`config.mk`:
```
export PLATFORM = sky130hd
export DESIGN_NAME = cmd_scheduler
export DESIGN_NICKNAME = d
export VERILOG_FILES = /design/src/rtl/radar_cmd_pkg.sv /design/src/rtl/cmd_fifo.sv /design/src/rtl/cmd_scheduler.sv
export SDC_FILE = /design/constraint.sdc
export NUM_CORES = 2
export LEC_CHECK = 0
export CAP_MARGIN = 0
export CORE_MARGIN = 5
export CORE_UTILIZATION = 50
export CTS_BUF_LIST = sky130_fd_sc_hd__clkbuf_16
export DETAILED_ROUTE_END_ITERATION = 10
export DONT_BUFFER_PORTS = 1
export GPL_TIMING_DRIVEN = 0
export PLACE_DENSITY_LB_ADDON = 0.25
export SYNTH_ARGS = -nofsm -noshare
export SYNTH_HDL_FRONTEND = slang
export SYNTH_SLANG_ARGS = --single-unit
export TNS_END_PERCENT = 5
```
`constraint.sdc`:
```
create_clock -name CLK -period 49.9 [get_ports CLK]
set_clock_uncertainty 0.15 [all_clocks]
set_input_delay 9.98 -clock CLK [delete_from_list [all_inputs] [get_ports CLK]]
set_output_delay 9.98 -clock CLK [all_outputs]
set_load 0.01 [all_outputs]
```
`src/rtl/radar_cmd_pkg.sv`:
```
// Shared types for the radar pulse-train command path: command record, scheduler states,
// and the system-time width.
package radar_cmd_pkg;

    localparam int unsigned TIME_W = 48;

    typedef struct packed {
        logic [47:0]       freq;
        logic [47:0]       dfreq;
        logic [31:0]       drate;
        logic [TIME_W-1:0] tstart;
        logic [15:0]       nimp;
        logic [1:0]        cmd_type;
        logic [31:0]       ti;
        logic [31:0]       tp;
        logic [31:0]       tb1;
        logic [31:0]       tb2;
    } radar_cmd_t;

    localparam int unsigned CMD_W = $bits(radar_cmd_t);

    typedef enum logic [2:0] {IDLE, CHECK, LOAD, ARMED, RUN} sched_state_t;

endpackage

```
`src/rtl/cmd_fifo.sv`:
```
// Command queue: DEPTH entries, synchronous write, show-ahead head, flush and occupancy.
module cmd_fifo
    import radar_cmd_pkg::*;
#(
    parameter int unsigned DEPTH = 8
) (
    input  logic                   CLK,
    input  logic                   RESET,
    input  logic                   flush,
    input  logic                   push,
    input  logic                   pop,
    input  logic [CMD_W-1:0]       wr_data,
    output logic [CMD_W-1:0]       rd_data,
    output logic [$clog2(DEPTH):0] count,
    output logic                   full,
    output logic                   empty
);

    localparam int unsigned AW = $clog2(DEPTH);

    logic [CMD_W-1:0] mem [DEPTH];
    logic [AW-1:0]    wr_ptr_q, rd_ptr_q;
    logic [AW:0]      count_q;
    logic             push_ok, pop_ok;

    assign full    = (count_q == (AW+1)'(DEPTH));
    assign empty   = (count_q == '0);
    // A full queue rejects a push even when the head leaves in the same cycle.
    assign push_ok = push && !full && !flush;
    assign pop_ok  = pop && !empty && !flush;
    assign count   = count_q;
    assign rd_data = mem[rd_ptr_q];

    always_ff @(posedge CLK) begin
        if (RESET || flush) begin
            wr_ptr_q <= '0;
            rd_ptr_q <= '0;
            count_q  <= '0;
        end else begin
            if (push_ok) wr_ptr_q <= wr_ptr_q + AW'(1);
            if (pop_ok)  rd_ptr_q <= rd_ptr_q + AW'(1);
            if (push_ok && !pop_ok)      count_q <= count_q + (AW+1)'(1);
            else if (pop_ok && !push_ok) count_q <= count_q - (AW+1)'(1);
        end
    end

    always_ff @(posedge CLK) begin
        if (push_ok) mem[wr_ptr_q] <= wr_data;
    end

endmodule

```
`src/rtl/cmd_scheduler.sv`:
```
// Timed-command sequencer: queues host commands, drops stale ones, loads the rest into the
// pulse-train controller with a one-cycle strobe and watches for a controller that never starts.
module cmd_scheduler
    import radar_cmd_pkg::*;
#(
    parameter int unsigned DEPTH    = 8,
    parameter int unsigned LEAD     = 16,
    parameter int unsigned START_TO = 1024
) (
    input  logic                   CLK,
    input  logic                   RESET,
    input  logic                   FLUSH,
    input  logic                   CMD_WR,
    input  logic [47:0]            CMD_FREQ,
    input  logic [47:0]            CMD_DFREQ,
    input  logic [31:0]            CMD_DRATE,
    input  logic [47:0]            CMD_TSTART,
    input  logic [15:0]            CMD_NIMP,
    input  logic [1:0]             CMD_TYPE,
    input  logic [31:0]            CMD_TI,
    input  logic [31:0]            CMD_TP,
    input  logic [31:0]            CMD_TB1,
    input  logic [31:0]            CMD_TB2,
    input  logic [47:0]            TIME_NOW,
    input  logic                   SLAVE_BUSY,
    output logic                   CMD_FULL,
    output logic [$clog2(DEPTH):0] CMD_COUNT,
    output logic                   WR_DATA,
    output logic [47:0]            MEM_FREQ,
    output logic [47:0]            MEM_DFREQ,
    output logic [31:0]            MEM_DRATE,
    output logic [47:0]            MEM_TSTART,
    output logic [15:0]            MEM_NIMP,
    output logic [1:0]             MEM_TYPE,
    output logic [31:0]            MEM_TI,
    output logic [31:0]            MEM_TP,
    output logic [31:0]            MEM_TB1,
    output logic [31:0]            MEM_TB2,
    output logic [15:0]            DROP_CNT,
    output logic [15:0]            OVF_CNT,
    output logic                   TIMEOUT
);

    sched_state_t      state_q, state_d;
    radar_cmd_t        cmd_in, head, mem_q;
    logic              fifo_empty, pop, load, drop, timeout_set, ovf;
    logic              stale_q, late_q;
    logic [15:0]       drop_q, ovf_q;
    logic              timeout_q;
    logic [TIME_W-1:0] now_next, slack, elapsed;

    assign cmd_in = {CMD_FREQ, CMD_DFREQ, CMD_DRATE, CMD_TSTART, CMD_NIMP, CMD_TYPE,
                     CMD_TI, CMD_TP, CMD_TB1, CMD_TB2};

    cmd_fifo #(
        .DEPTH(DEPTH)
    ) u_fifo (
        .CLK    (CLK),
        .RESET  (RESET),
        .flush  (FLUSH),
        .push   (CMD_WR),
        .pop    (pop),
        .wr_data(cmd_in),
        .rd_data(head),
        .count  (CMD_COUNT),
        .full   (CMD_FULL),
        .empty  (fifo_empty)
    );

    // Comparisons are registered one cycle early against next cycle's time, so the
    // result is ready in the state that consumes it (CHECK / ARMED).
    assign now_next = TIME_NOW + TIME_W'(1);
    assign slack    = head.tstart - now_next;
    assign elapsed  = now_next - mem_q.tstart;

    always_ff @(posedge CLK) begin
        if (RESET) begin
            stale_q <= 1'b1;
            late_q  <= 1'b0;
        end else begin
            stale_q <= $signed(slack) < $signed(TIME_W'(LEAD));
            late_q  <= $signed(elapsed) > $signed(TIME_W'(START_TO));
        end
    end

    always_comb begin
        state_d     = state_q;
        pop         = 1'b0;
        load        = 1'b0;
        drop        = 1'b0;
        timeout_set = 1'b0;
        unique case (state_q)
            IDLE: if (!fifo_empty && !SLAVE_BUSY) state_d = CHECK;
            CHECK: begin
                pop = 1'b1;
                if (stale_q) begin
                    drop    = 1'b1;
                    state_d = IDLE;
                end else begin
                    load    = 1'b1;
                    state_d = LOAD;
                end
            end
            LOAD: state_d = ARMED;
            ARMED: begin
                if (SLAVE_BUSY) begin
                    state_d = RUN;
                end else if (late_q) begin
                    timeout_set = 1'b1;
                    state_d     = IDLE;
                end
            end
            RUN: if (!SLAVE_BUSY) state_d = IDLE;
            default: state_d = IDLE;
        endcase
        if (FLUSH) begin
            state_d     = IDLE;
            pop         = 1'b0;
            load        = 1'b0;
            drop        = 1'b0;
            timeout_set = 1'b0;
        end
    end

    assign ovf = CMD_WR && CMD_FULL && !FLUSH;

    always_ff @(posedge CLK) begin
        if (RESET) begin
            state_q       <= IDLE;
            mem_q         <= '0;
            mem_q.tstart  <= '1;
            drop_q        <= '0;
            ovf_q         <= '0;
            timeout_q     <= 1'b0;
        end else begin
            state_q <= state_d;
            if (load) mem_q <= head;
            if (drop && drop_q != 16'hFFFF) drop_q <= drop_q + 16'd1;
            if (ovf && ovf_q != 16'hFFFF)   ovf_q  <= ovf_q + 16'd1;
            if (timeout_set) timeout_q <= 1'b1;
        end
    end

    assign WR_DATA    = (state_q == LOAD);
    assign DROP_CNT   = drop_q;
    assign OVF_CNT    = ovf_q;
    assign TIMEOUT    = timeout_q;
    assign MEM_FREQ   = mem_q.freq;
    assign MEM_DFREQ  = mem_q.dfreq;
    assign MEM_DRATE  = mem_q.drate;
    assign MEM_TSTART = mem_q.tstart;
    assign MEM_NIMP   = mem_q.nimp;
    assign MEM_TYPE   = mem_q.cmd_type;
    assign MEM_TI     = mem_q.ti;
    assign MEM_TP     = mem_q.tp;
    assign MEM_TB1    = mem_q.tb1;
    assign MEM_TB2    = mem_q.tb2;

endmodule
```
==> Word level (Yosys, flattened, before mapping) <==
Memories as Yosys holds them, arrays and structs flattened. A register that Yosys moved wholly into a read port is not among the register bits.
Cells that the tools add are included.
{ "op_classes": {"n_addsub": 9, "div": 0, "bitwise": 0, "n_mux": 24, "shift": 0, "multipliers": 0, "n_reduce_logical": 23, "n_eq_ne": 10, "order_cmp": 2} }
{ "ops": {"columns": ["cell", "n"], "rows": [
  ["subtractor 48 bit", 2],
  ["adder 48 x 1 -> 48 bit (second input constant)", 1],
  ["> comparator 48 x 12 -> 1 bit (second input constant)", 1],
  ["< comparator 48 x 6 -> 1 bit (second input constant)", 1],
  ["adder 16 x 1 -> 16 bit (second input constant)", 2],
  ["!= test 16 bit (second input constant)", 2],
  ["2-to-1 mux 3 bit", 6],
  ["case mux 3 bit (5 select lines)", 1],
  ["2-to-1 mux 1 bit", 14],
  ["logical AND 1 bit", 11],
  ["2-to-1 mux 4 bit", 2],
  ["adder 3 x 1 -> 3 bit (second input constant)", 2],
  ["equality test 3 x 2 -> 1 bit (second input constant)", 2],
  ["logical NOT 1 bit", 6],
  ["adder 4 x 1 -> 4 bit (second input constant)", 1],
  ["equality test 4 bit (second input constant)", 1],
  ["logical NOT 4 bit", 1],
  ["!= test 2 bit (second input constant)", 2],
  ["subtractor 4 x 1 -> 4 bit (second input constant)", 1],
  ["equality test 3 x 1 -> 1 bit (second input constant)", 1],
  ["equality test 3 bit (second input constant)", 1],
  ["logical NOT 3 bit", 1],
  ["!= test 3 bit (second input constant)", 1],
  ["AND reduction 3 bit", 1],
  ["other kinds (4)", 4]
]} }
{ "totals": {"latchBits": 0, "mem_bits_ro": 0, "mem_bits_rw": 2576, "memories": 1, "register_bits": 370, "wordCells": 88, "out_inout_bits": 361} }
{ "mem_list": {"columns": ["memory", "depth", "word_bits", "rd", "rd_ports_with_merged_regs", "wr", "line_no", "text"], "rows": [
  ["u_fifo.mem", 8, 322, 1, 1, 1, "cmd_fifo.sv:21", "logic [CMD_W-1:0] mem [DEPTH];"]
]} }

==> Logic depth before layout (Yosys ltp) <==
{ "logic_depth": {"depth_word": 8, "ltp_mapped": 26, "ltp_nobuf": 24} }

==> Modules after synthesis <==
Synthesis repeated with hierarchy kept, for this count alone.
{ "unflattened": {"cells_unflattened": 6570, "hier_area_um2": 117188.6} }
{ "by_module_without_submodules": {"columns": ["mod", "cells_each", "area_each_um2", "seq_area_each_um2", "n_inst"], "rows": [
  ["cmd_fifo", 3797, 97044.3, 77614.4, 1],
  ["cmd_scheduler", 2773, 20144.3, 7206.9, 1]
]} }

==> Worst setup path after synthesis <==
No wires, ideal clock.
{ "synth_path": {"path_type": "input-to-reg", "start": "in FLUSH", "end": "mem u_fifo.mem[0][0] (netlist bit) (enable)", "path_slack_ns": 16.005, "n_path_buf": 0, "setup_time_ns": 1.401, "required_time_ns": 48.349, "arrival_ns": 32.344, "stages": 3, "cell_sequence": "nor3b_1 nand2b_1 nor3_1"} }
{ "synth_via": {"elab_chain_len": 4} }
{ "synth_rtl": {"columns": ["item", "line_no", "text"], "rows": [
  ["start, declared", "cmd_scheduler.sv:12", "input logic FLUSH,"],
  ["logical NOT 1 bit", "cmd_fifo.sv:29", "assign push_ok = push && !full && !flush;"],
  ["logical AND 1 bit", "cmd_fifo.sv:29", null],
  ["2-to-1 mux 1 bit", "cmd_fifo.sv:48", "if (push_ok) mem[wr_ptr_q] <= wr_data;"],
  ["2-to-1 mux 1 bit (not written as such)", "cmd_fifo.sv:48", null],
  ["end, declared", "cmd_fifo.sv:21", null]
]} }
No other way between the ends.

==> Worst setup path in the final report <==
{ "layout_path": {"start": "in TIME_NOW[0]", "end": "reg late_q"} }
{ "layout_via": {"elab_chain_len": 3} }
{ "layout_rtl": {"columns": ["item", "line_no", "text"], "rows": [
  ["start, declared", "cmd_scheduler.sv:24", "input logic [47:0] TIME_NOW,"],
  ["adder 48 x 1 -> 48 bit", "cmd_scheduler.sv:72", "assign now_next = TIME_NOW + TIME_W'(1);"],
  ["subtractor 48 bit", "cmd_scheduler.sv:74", "assign elapsed = now_next - mem_q.tstart;"],
  ["> comparator 48 x 12 -> 1 bit", "cmd_scheduler.sv:82", "late_q <= $signed(elapsed) > $signed(TIME_W'(START_TO));"],
  ["end signal, assigned", "cmd_scheduler.sv:82", null],
  ["end, declared", "cmd_scheduler.sv:47", "logic stale_q, late_q;"]
]} }
No other way between the ends.
A chain may end at the register's enable or synchronous reset.

==> flow_summary.toml <==
[outcome]
outcome = "completed"

[floorplan]
io_pins = 736
die_area_mm2 = 0.243
die_x_um = 492
die_y_um = 492
core_area_mm2 = 0.232
row_count = 177
start_util_pct = 50.1

[clock_tree]
clk_latency_ns = 0.94
holdBufCountCts = 0
clk_pin_slew_ns = 0.06
ctsResizeCount = 0
cts_root_buf = "clkbuf_16"
postCtsSetupBuffers = 0
cts_buffer_depth = 4
cts_tree = "built"
cts_sinks = 2949
numCtsBuffers = 315
htree_levels = 5

[final_layout]
final_layout_size_suffix_gt1_share_pct = 19.0
fillCellCount = 17371
final_cells = 10100
layout_commonest_cell = "edfxtp_1"
multi_input_area_mm2 = 0.0298
final_core_util_pct = 57.3
fin_nets = 7287
final_cell_mix = "edfxtp_1 (2576), mux4_2 (642), nor2_1 (410), dfxtp_1 (373), clkbuf_16 (320)"
regArea_mm2 = 0.0848
area_growth_pct = 14.3

[power_and_ir_drop]
total_power_mw = 5.03
p_per_area_mw_per_mm2 = 37.8
leakagePower_nw = 41.9
ir_drop_uv = 34.5

[place]
gp_congestion = 0.909
dp_slack_ns = 33.05
dp_cells = 9535
numPortBuffers = 0
place_hpwl_um = 217000

[hold_path]
min_from = "u_fifo.rd_ptr_q[2]"
worstHoldPathCells = 2
min_path_type = "register to register"

[yosys]
synth_edf_count = 2576
async_reset_ff_share_pct = 0
ys_ff_latch = 2949
seq_area_frac_synth_pct = 72.9
ys.flop_type = "edfxtp_1"
syn-instance-count = 6305
yosys_warnings = 0
syn_area_per_cell_um2 = 18.5
synth_cell_type_count = 83
syn-num-nets = 6783
syn_area_mm2 = 0.116

[timing]
rsz0062_at_grt = "false"
period_needed_ns = 16.06
drv_slew = 0
setup_ws_ns = 33.84
setup_violations = 0
tightestPinTransition_ns = 1.39
maxSlewHeadroom_pct = 7.13
fmax_mhz = 62.3
period_share_pct = 32.2
finalHoldViolations = 0

[critical_path]
worst_ep_required_time_ns = 50.54
crit_top_cell = "nor2_1"
path_delay_family = "simple AND/OR/NAND/NOR gates"
crit_path_end_kind = "register"
critPathMaxFanout = 10
path_buf_inv = 2
slowest_stage = "or4_1"
path_class = "input pin to register"
r2r_cells = 16
slowest_delay_ns = 0.54
r2r_end = "stale_q"
crit_path_start_kind = "input pin"
cp.arrival_ns = 16.70
r2r_setup_slack_ns = 42.28

[route]
vias = 61004
wl_per_cell_um = 30.7
drt-total-wl_um = 310000
drcViolationCount = 0
via_per_inst = 6.04
drt_iter0_drc = 5267
postRouteAntennaNets = 0
firstDrtPassIters = 6

[global_routing]
grt_busiest_layer = "met2"
grt-ovfl-total = 0
grt_max_degree = 26
use_met2_pct = 40.5
met1_usage_pct = 33.4
grt_pass1_vias = 62124
grt.total_usage_pct = 25.3
grt_antenna_before_repair = 13
grt_pass1_wl_um = 445000
met3_usage_pct = 7.59

[run]
max-cap-violations = 0
==> per-stage QoR <==
| step | hold slack (ns) | TNS, ns | instance area, um^2 |
|---|---|---|---|
| global route | 0.397 | 0 | 133000 |
| detailed placement | 0.355 | 0 | 123000 |
| floorplan | 0.326 | 0 | 116000 |
| CTS | 0.360 | 0 | 133000 |
| finish | 0.361 | 0 | 133000 |
| global placement | 0.335 | -5415.93 | 120000 |
==> how the worst max path moves through the flow <==
stage / cells past startpoint / start / to
after CTS: 25 / TIME_NOW[0] / late_q
final: 25 / TIME_NOW[0] / late_q
after global placement: 3 / FLUSH / u_fifo.mem[0][74]
after global routing: 25 / TIME_NOW[0] / late_q
after detailed placement: 25 / TIME_NOW[0] / late_q
after floorplan: 3 / FLUSH / u_fifo.mem[0][0]
==> power breakdown <==
group	internal, mW	switching (mW)	total, mW
logic	0.0502	0.0807	0.131
registers	2.70	0.00690	2.71
clock network	1.26	0.930	2.19
==> cells by family after synthesis <==
kind of cell,share of synthesized area [%]
compound gates,4.13
xor+xnor,0.926
fa+ha+maj,1.12
buf+inv,1.56
flops,72.9
mux,15.4
simple gates,3.97
==> worst reg2reg max path, cell delays in order (launching register included) <==
cell and delay, ns:
dfxtp_1 0.31, clkbuf_1 0.73, clkbuf_2 0.74, clkbuf_1 0.73, mux2_2 0.48, ha_1 0.43, a21oi_1 0.23, o21ai_0 0.23
a221oi_1 0.61, nor4_1 0.14, nor4_1 0.64, nand4_1 0.18, a2111oi_0 0.77, nand4_1 0.31, nor4b_1 0.63, a21oi_1 0.15
nand2_1 0.13
==> routing by layer <==
metal / routed length, um / vias up
met5: 0 / -
li1: - / 26462
met2: 148000 / 2137
met1: 124000 / 31979
met4: 11000 / 0
met3: 26400 / 426
==> flip-flops by register name (all words and copies together) (netlist names), named ones only <==
name and count:
MEM_TB2 32, MEM_TP 32, OVF_CNT 16, u_fifo.rd_ptr_q 3
u_fifo.count 4, MEM_TSTART 48, state_q 3, MEM_NIMP 16
MEM_TB1 32, u_fifo.wr_ptr_q 3, MEM_TYPE 2, MEM_DRATE 32
stale_q 1, late_q 1, MEM_TI 32, MEM_FREQ 48
u_fifo.mem 2576, TIMEOUT 1, MEM_DFREQ 48, DROP_CNT 16
==> synthesized netlist by cell type, types with 15 or more instances <==
cell type	instances	area share, %
a211oi_1	291	1.9
xor2_1	71	0.53
nand3_1	57	0.25
buf_1	97	0.31
a21oi_1	111	0.48
nand2b_1	18	0.097
ha_1	101	1.1
and3_1	40	0.22
nor3_1	35	0.15
o21bai_1	16	0.10
nor2_1	417	1.3
mux2i_1	296	2.5
a31oi_1	19	0.10
o21ai_0	73	0.31
mux2_2	46	0.45
a21o_1	27	0.17
nor4_1	15	0.081
inv_1	129	0.42
clkbuf_1	235	0.76
nand2_1	219	0.71
dfxtp_1	373	6.4
o21a_1	26	0.17
xnor2_1	52	0.39
or3_1	17	0.091
nand3b_1	49	0.32
nand4_1	42	0.23
o211ai_1	19	0.12
edfxtp_1	2576	66
nor2b_1	23	0.12
mux4_2	642	12
==> cell type report <==
class	count	share of cell area, %
multi-input combinational	2884	22.4
sequential	2949	63.8
buffer	342	1.01
tap	3043	2.86
antenna	7	0.0132
clock buffer	320	6.02
timing repair buffer	187	2.33
inverter	130	0.367
clock inverter	238	1.21
Power figures use the tool's default switching activity.
